### src/rtl/toa_capture.sv
// toa_capture: first-edge time-of-arrival capture with a 16-bit register bus and event FIFO.
// TOA_DROP_CNT_EN adds an 8-bit saturating dropped-event counter at register 6.
module toa_capture #(
  parameter int N_CH       = 15,
  parameter int TS_W       = 12,
  parameter int FIFO_DEPTH = 16
) (
  input  logic            wb_clk_i,
  input  logic            wb_rst_ni,
  input  logic            wb_valid_i,
  input  logic [3:0]      wbs_adr_i,
  input  logic [15:0]     wbs_dat_i,
  input  logic            wbs_strb_i,
  output logic            wbs_ack_o,
  output logic [15:0]     wbs_dat_o,
  input  logic [N_CH-1:0] cmp,
  input  logic            ce_pcm,
  input  logic            mclear,
  output logic            irq_o
);

  localparam int AW = $clog2(FIFO_DEPTH);
  localparam int EW = 4 + TS_W;

  typedef enum logic [1:0] {
    S_IDLE = 2'd0,
    S_RUN  = 2'd1,
    S_DONE = 2'd2
  } state_t;

  state_t          state;
  logic [TS_W-1:0] ts;
  logic [TS_W-1:0] window;
  logic            irq_en;
  logic            ovf;
  logic            done;
  logic [N_CH-1:0] hitmask;
  logic [N_CH-1:0] pend;
  logic [N_CH-1:0] cmp_q;
  logic [TS_W-1:0] snap [N_CH];

  logic [EW-1:0]   mem [FIFO_DEPTH];
  logic [AW-1:0]   wr_ptr;
  logic [AW-1:0]   rd_ptr;
  logic [AW:0]     level;

  logic acc;
  logic wr;
  logic rd;
  logic ctrl_wr;
  logic win_wr;
  logic pop_req;

  assign acc     = wb_valid_i & ~wbs_ack_o;
  assign wr      = acc & wbs_strb_i;
  assign rd      = acc & ~wbs_strb_i;
  assign ctrl_wr = wr & (wbs_adr_i == 4'd0);
  assign win_wr  = wr & (wbs_adr_i == 4'd2);
  assign pop_req = rd & (wbs_adr_i == 4'd3);

  logic [N_CH-1:0] rise;
  logic [N_CH-1:0] new_hit;

  assign rise    = cmp & ~cmp_q;
  assign new_hit = (state == S_RUN) ? (rise & ~hitmask) : '0;

  logic            push;
  logic [3:0]      push_ch;
  logic [TS_W-1:0] push_ts;
  logic [N_CH-1:0] push_sel;

  // Downward scan leaves the lowest pending channel selected.
  always_comb begin
    push_ch  = 4'd0;
    push_ts  = '0;
    push_sel = '0;
    for (int i = N_CH - 1; i >= 0; i--) begin
      if (pend[i]) begin
        push_ch  = 4'(i);
        push_ts  = snap[i];
        push_sel = '0;
        push_sel[i] = 1'b1;
      end
    end
    push = |pend;
  end

  logic full;
  logic empty;
  logic pop_do;
  logic push_do;
  logic drop;

  assign full    = (level == (AW+1)'(FIFO_DEPTH));
  assign empty   = (level == '0);
  assign pop_do  = pop_req & ~empty;
  assign push_do = push & (~full | pop_do);
  assign drop    = push & full & ~pop_do;

`ifdef TOA_DROP_CNT_EN
  logic [7:0] drop_cnt;

  always_ff @(posedge wb_clk_i or negedge wb_rst_ni) begin
    if (!wb_rst_ni) begin
      drop_cnt <= 8'd0;
    end else if (mclear) begin
      drop_cnt <= 8'd0;
    end else if (ctrl_wr && wbs_dat_i[4]) begin
      drop_cnt <= 8'd0;
    end else if (drop && drop_cnt != 8'hFF) begin
      drop_cnt <= drop_cnt + 8'd1;
    end
  end
`endif

  always_ff @(posedge wb_clk_i or negedge wb_rst_ni) begin
    if (!wb_rst_ni) begin
      cmp_q <= '0;
    end else begin
      cmp_q <= cmp;
    end
  end

  always_ff @(posedge wb_clk_i or negedge wb_rst_ni) begin
    if (!wb_rst_ni) begin
      state   <= S_IDLE;
      ts      <= '0;
      window  <= '1;
      irq_en  <= 1'b0;
      ovf     <= 1'b0;
      done    <= 1'b0;
      hitmask <= '0;
      pend    <= '0;
      for (int i = 0; i < N_CH; i++) snap[i] <= '0;
    end else if (mclear) begin
      state   <= S_IDLE;
      ts      <= '0;
      ovf     <= 1'b0;
      done    <= 1'b0;
      hitmask <= '0;
      pend    <= '0;
    end else begin
      pend    <= (pend & ~push_sel) | new_hit;
      hitmask <= hitmask | new_hit;
      for (int i = 0; i < N_CH; i++) begin
        if (new_hit[i]) snap[i] <= ts;
      end
      if (drop) ovf <= 1'b1;
      if (win_wr) window <= wbs_dat_i[TS_W-1:0];
      if (ctrl_wr) begin
        irq_en <= wbs_dat_i[1];
        if (wbs_dat_i[4]) ovf <= 1'b0;
        ts <= '0;
        if (wbs_dat_i[0]) begin
          state   <= S_RUN;
          hitmask <= '0;
          pend    <= '0;
          done    <= 1'b0;
        end else begin
          state <= S_IDLE;
        end
      end else if (state == S_RUN && ce_pcm) begin
        if (ts == window - TS_W'(1)) begin
          state <= S_DONE;
          done  <= 1'b1;
          ts    <= window;
        end else begin
          ts <= ts + TS_W'(1);
        end
      end
    end
  end

  always_ff @(posedge wb_clk_i) begin
    if (push_do && !mclear) mem[wr_ptr] <= {push_ch, push_ts};
  end

  always_ff @(posedge wb_clk_i or negedge wb_rst_ni) begin
    if (!wb_rst_ni) begin
      wr_ptr <= '0;
      rd_ptr <= '0;
      level  <= '0;
    end else if (mclear) begin
      wr_ptr <= '0;
      rd_ptr <= '0;
      level  <= '0;
    end else begin
      if (push_do) wr_ptr <= wr_ptr + AW'(1);
      if (pop_do) rd_ptr <= rd_ptr + AW'(1);
      unique case ({push_do, pop_do})
        2'b10:   level <= level + (AW+1)'(1);
        2'b01:   level <= level - (AW+1)'(1);
        default: level <= level;
      endcase
    end
  end

  logic [15:0] rdata;
  logic        armed;

  assign armed = (state != S_IDLE);

  always_comb begin
    rdata = 16'h0000;
    case (wbs_adr_i)
      4'd0: rdata = {10'd0, done, ovf, state, irq_en, armed};
      4'd1: rdata = 16'(hitmask);
      4'd2: rdata = 16'(window);
      4'd3: rdata = empty ? 16'hF000 : 16'(mem[rd_ptr]);
      4'd4: rdata = 16'(level);
      4'd5: rdata = 16'(ts);
`ifdef TOA_DROP_CNT_EN
      4'd6: rdata = {8'd0, drop_cnt};
`endif
      default: rdata = 16'h0000;
    endcase
  end

  always_ff @(posedge wb_clk_i or negedge wb_rst_ni) begin
    if (!wb_rst_ni) begin
      wbs_ack_o <= 1'b0;
      wbs_dat_o <= 16'h0000;
    end else begin
      wbs_ack_o <= acc;
      wbs_dat_o <= rd ? rdata : 16'h0000;
    end
  end

  assign irq_o = irq_en & done;

  logic unused;
  assign unused = ^wbs_dat_i[15:TS_W];

endmodule

### config.mk
export PLATFORM = sky130hd
export DESIGN_NAME = toa_capture
export DESIGN_NICKNAME = d
export VERILOG_FILES = /design/src/rtl/toa_capture.sv
export SDC_FILE = /design/constraint.sdc
export NUM_CORES = 1
export LEC_CHECK = 0
export CORE_ASPECT_RATIO = 0.8
export CORE_MARGIN = 10
export CORE_UTILIZATION = 56
export DETAILED_ROUTE_END_ITERATION = 6
export PLACE_DENSITY = 0.73
export SETUP_SLACK_MARGIN = 0.1
export SLEW_MARGIN = 10
export SYNTH_ARGS = -nofsm -noshare
export SYNTH_HDL_FRONTEND = slang
export SYNTH_SLANG_ARGS = --single-unit
export TNS_END_PERCENT = 1
### constraint.sdc
create_clock -name wb_clk_i -period 2.9 [get_ports wb_clk_i]
set_clock_uncertainty 0.15 [all_clocks]
set_input_delay 0.58 -clock wb_clk_i [delete_from_list [all_inputs] [get_ports wb_clk_i]]
set_output_delay 0.58 -clock wb_clk_i [all_outputs]
set_load 0.1 [all_outputs]
# Word-level counts from Yosys, hierarchy flattened
# Memories as Yosys holds them, arrays and structs flattened.
# Index checks and enable logic that the tools add are counted.
# totals
ff_bits	284
ram_bits	256
inputBits	41
out_inout_bits	18
elab_cells	185
mem_count	1
# mem_list
memory	words	width	read_ports	rd_clocked_by_memory_dff	write_ports	line	source
mem	16	16	1	0	1	42	logic [EW-1:0] mem [FIFO_DEPTH];
# classes
add_sub_neg	6
eq_ne	11
mux	81
bitwise_logic	26
n_reduce_logical	31
# op_table
operator	count
$mux W15	22
$mux W12	19
$pmux W16 S6	1
$mux W4	19
$and A15 B15 Y15	3
$not A15 Y15	3
$reduce_and A2 Y1	18
$mux W16	2
$or A15 B15 Y15	2
$reduce_or A15 Y1	1
$add A12 B1 Y12 const B	1
$eq A12 B12 Y1	1
$mux W1	12
$sub A12 B1 Y12 const B	1
$and A1 B1 Y1	11
$pmux W5 S2	1
$reduce_bool A3 Y1	3
$add A4 B1 Y4 const B	2
$eq A4 B2 Y1 const B	2
$eq A4 B3 Y1 const B	2
$mux W2	4
$not A1 Y1	6
$reduce_bool A2 Y1	3
$add A5 B1 Y5 const B	1
other kinds (13)	15

# Longest topological paths before layout
# depth
ltp_word	21
depth_mapped	12
mapped_depth_nobuf	11

# Worst setup path before layout
# Ideal clock, no wire load.
# synth_path
kind	reg-to-reg
startpoint	register wbs_ack_o
endpoint	memory mem[3][0] in the netlist's numbering, enable pin
setup_ns	0.388
arrival_time_ns	2.688
required_time_ns	2.362
path_slack_ns	-0.327
stages_incl_launch_ff	6
path_buffers	0
synth_period_minus_slack_ns	3.227
path_cell_list	dfrtp_1 -> nor3b_1 -> nand2_1 -> a31oi_1 -> nand2_1 -> nor2_1
# synth_between
elab_chain_len	10
# synth_rtl
item	line	source
start, declared	14	output logic wbs_ack_o,
start signal, assigned	221	wbs_ack_o <= 1'b0;
start signal, assigned	224	wbs_ack_o <= acc;
$not A1 Y1	54	assign acc = wb_valid_i & ~wbs_ack_o;
$and A1 B1 Y1	54	
$and A1 B1 Y1	56	assign rd = acc & ~wbs_strb_i;
$and A1 B1 Y1	59	assign pop_req = rd & (wbs_adr_i == 4'd3);
$and A1 B1 Y1	96	assign pop_do = pop_req & ~empty;
$or A1 B1 Y1	97	assign push_do = push & (~full | pop_do);
$and A1 B1 Y1	97	
$logic_and A1 B1 Y1	175	if (push_do && !mclear) mem[wr_ptr] <= {push_ch, push_ts};
$mux W1	175	
$mux W1 (not written as such)	175	
end, declared	42	
# Every way passes these cells.

# Worst setup path in the final report
# layout_path
startpoint	register pend[14]
endpoint	memory mem[9][11] in the netlist's numbering (data pin)
# layout_between
elab_chain_len	15
# layout_rtl
item	line	source
start, declared	38	logic [N_CH-1:0] pend;
start signal, assigned	143	pend <= (pend & ~push_sel) | new_hit;
$mux W12 (15 in series)	78	if (pend[i]) begin
net push_ts[11]	69	logic [TS_W-1:0] push_ts;
# The timed path passes the listed nets, and every way through them passes these cells.

==> results.md <==
* Num CTS Buffers at 52
* Arr. time, crit path at 3.03 ns
* Hpwl dp at 40.7 mm
* Top-Level Pins at 59
* GPL Wtd Cong at 0.893
* Core area at 0.0410 sq mm
* Tcrit/Tclk final at 97.9%
* Max Freq at 352 MHz
* Worst skew pair latency at 0.61 ns
* EDFF count, synth at 256
* Count of final hold-check violations at 0
* Number of global-route vias before repair at 15,067
* Die ar. at 0.0504 sq mm
* Power per cell area at 581 mW/mm^2
* Post-DR vias/cell at 6.39
* Most common cell in the netlist: dfrtp_1
* Yosys warns at 0
* Yosys top cell area share at 32.9%
* First-pass GRT wire length at 95.4 mm
* Synth unique cells at 63
* Largest net degree at the start of global routing at 71
* Inserted Diodes at 0
* Final nets at 1,866
* Critical-path maximum fanout at 16
* DRT Pass-1 Iters at 7
* Failing checks: design-rule violations
* Initial antenna violation count at 0
* Non-filler instance count after layout at 2,400
* Ys flop type: dfrtp_1
* Post-synthesis sequential area ratio at 63.3%
* # setup viols final at 0
* Max Cap Viol at 0
* Syn nets at 1,699
* RSZ-0062 raised after global routing: yes
* Status: complete, but fails checks
* Clk pin slew, worst setup/hold paths at 0.06 ns
* Largest area contributor in the netlist: edfxtp_1
* Async SR Flop Fraction at 52.6%
* Flop-to-flop setup slack at 0.06 ns
* Initial DRC Count at 2,171
* Crit path kind: register to register
* CTS sink cnt at 540
* Synth Area per Inst at 14.2 sq um
* Synth area leaders: edfxtp_1 33%, dfrtp_1 29%, mux2_2 8.8%
* Via Count at 15,327
* Worst slew margin at 46.5%
* Hold/Removal Path Class: input pin to register
* Area delta synth->final at 18.2%
* Final Max Tran Viols at 0
* Crit start category: register
* Cells after Synth at 1,647
* Worst Tran Pin Value at 0.803 ns
* ANT nets after route at 0
* Starting Density at 57.1%
* Share of layout cells above drive strength 1 at 33.6%
* Synth top cells by count: 272 x dfrtp_1, 256 x edfxtp_1, 183 x mux2_2, 115 x nor2_1
* Die height at 203 microns
* Clock Tree Buf Depth at 3
* Buffers on Ports at 54
* DRC at 7
* Number of H-tree levels at 2
* TritonCTS clock tree: done
* Placed Instances at 2,302
* Post-Synthesis Cell Area at 0.0234 sq mm
* Min Tclk post-route at 2.84 ns
* Die Span X at 248 microns
* Setup crit end kind: register
* Drt total wl at 61.9 mm
* Critical path required time at 3.09 ns
* Post-CTS setup repair buffer count at 0
* GR Util All Layers at 24.4%
* Sum Neg Setup Slack at 0 ns
* Maximum VDD drop at 427 uV
* CTS root buffer: clkbuf_16
* Leakage at 11.1 nW
* Global route overflow at 0
* FF+latch count, synth at 540
* WL per Instance at 25.8 microns
* Site Rows at 66
==> layer usage <==
| layer | part of all wire (%) | track usage, % |
|---|---|---|
| met1 | 43 | 36.6 |
| met2 | 45 | 35.8 |
| met3 | 10 | 5.57 |
| met4 | 1.7 | 5.09 |
| met5 | 0 | 0 |
==> sequential cells by signal (all words and copies together) (netlist names), 12 cells and up <==
register / count
pend: 15
mem: 256
snap: 180
wbs_dat_o: 16
ts: 12
window: 12
hitmask: 15
cmp_q: 15
==> per-stage QoR <==
step / area, sq um / worst slack [ns] / hold slack, ns / utilization [%] / power [mW]
6_report: 27600 / 0.0602 / 0.306 / 67.5 / 16.1
3_3_place_gp: 25700 / -0.328 / 0.296 / 62.7 / 8.95
3_5_place_dp: 25700 / -0.366 / 0.309 / 62.7 / 8.97
4_1_cts: 27600 / 0.110 / 0.285 / 67.3 / 16.1
5_1_grt: 27600 / -0.00322 / 0.294 / 67.5 / 16.5
2_1_floorplan: 23500 / -0.0144 / 0.134 / - / 8.62
==> power breakdown <==
part / total, mW / internal, mW / switching [mW]
clock network: 7.19 / 4.23 / 2.96
registers: 8.13 / 8.05 / 0.0789
logic: 0.729 / 0.287 / 0.442
total: 16.1 / 12.6 / 3.48
==> final timing paths <==
kind                            startpoint    endpoint  cells past startpoint
worst min register to register   wbs_ack_o   wbs_ack_o                      1
worst max register to register    pend[14]  mem[9][11]                     10
min in group asynchronous        wb_rst_ni        done                      2
worst min-delay path               cmp[14]   cmp_q[14]                      1
worst max-delay path              pend[14]  mem[9][11]                     10
max in group asynchronous        wb_rst_ni   snap[169]                      3
==> cells by family (layout without fill, tap and decap cells) <==
family,after synthesis,after routing,share of synthesized area [%]
buffers and inverters,157,366,3.08
muxes,271,271,17.0
and+or+nand+nor,366,366,7.50
xor gates and xnor gates,26,26,0.974
adders and majority gates,11,11,0.621
AOI/OAI and AO/OA,276,276,7.53
DFF,540,540,63.3
==> layout make-up <==
class                   instances  area [sq um]
flip-flops and latches        540         14800
fillers                      2741         13300
multi-input cells             950          8040
repair buffers                235          2150
clock buffers                  62          1430
well taps                     544           681
clock inverters                34           383
inverters                      35           134
==> cells in the final DEF (no fill, tap or decap), drive strengths merged, types with 24 or more instances in the layout <==
cell type	count
dfrtp	272
edfxtp	256
buf	198
mux2	183
nor2	115
nand2	95
a21oi	86
mux4	82
clkbuf	63
o21ai	56
a221oi	36
clkdlybuf4s50	35
inv	35
nor2b	31
nand3	31
nor3	27
clkinv	24
==> repair_timing <==
| action | CTS | global route |
|---|---|---|
| hold endpoints to repair | 55 | 0 |
| hold buffers | 1 | 0 |
| pin swaps | 6 | 2 |
| setup endpoints to repair | 82 | 177 |
| gates cloned | 0 | 1 |
| gates resized for setup | 13 | 13 |
==> critical path, stage by stage, from the launching register on <==
cell and delay, ns:
dfrtp_1 0.38, nor2b_1 0.13, buf_4 0.17, a221oi_1 0.33
nor3_1 0.11, a211oi_2 0.38, o31ai_1 0.13, buf_4 0.15
a211oi_1 0.31, o31ai_1 0.11, buf_4 0.21
(Power assumes the default switching activity.)
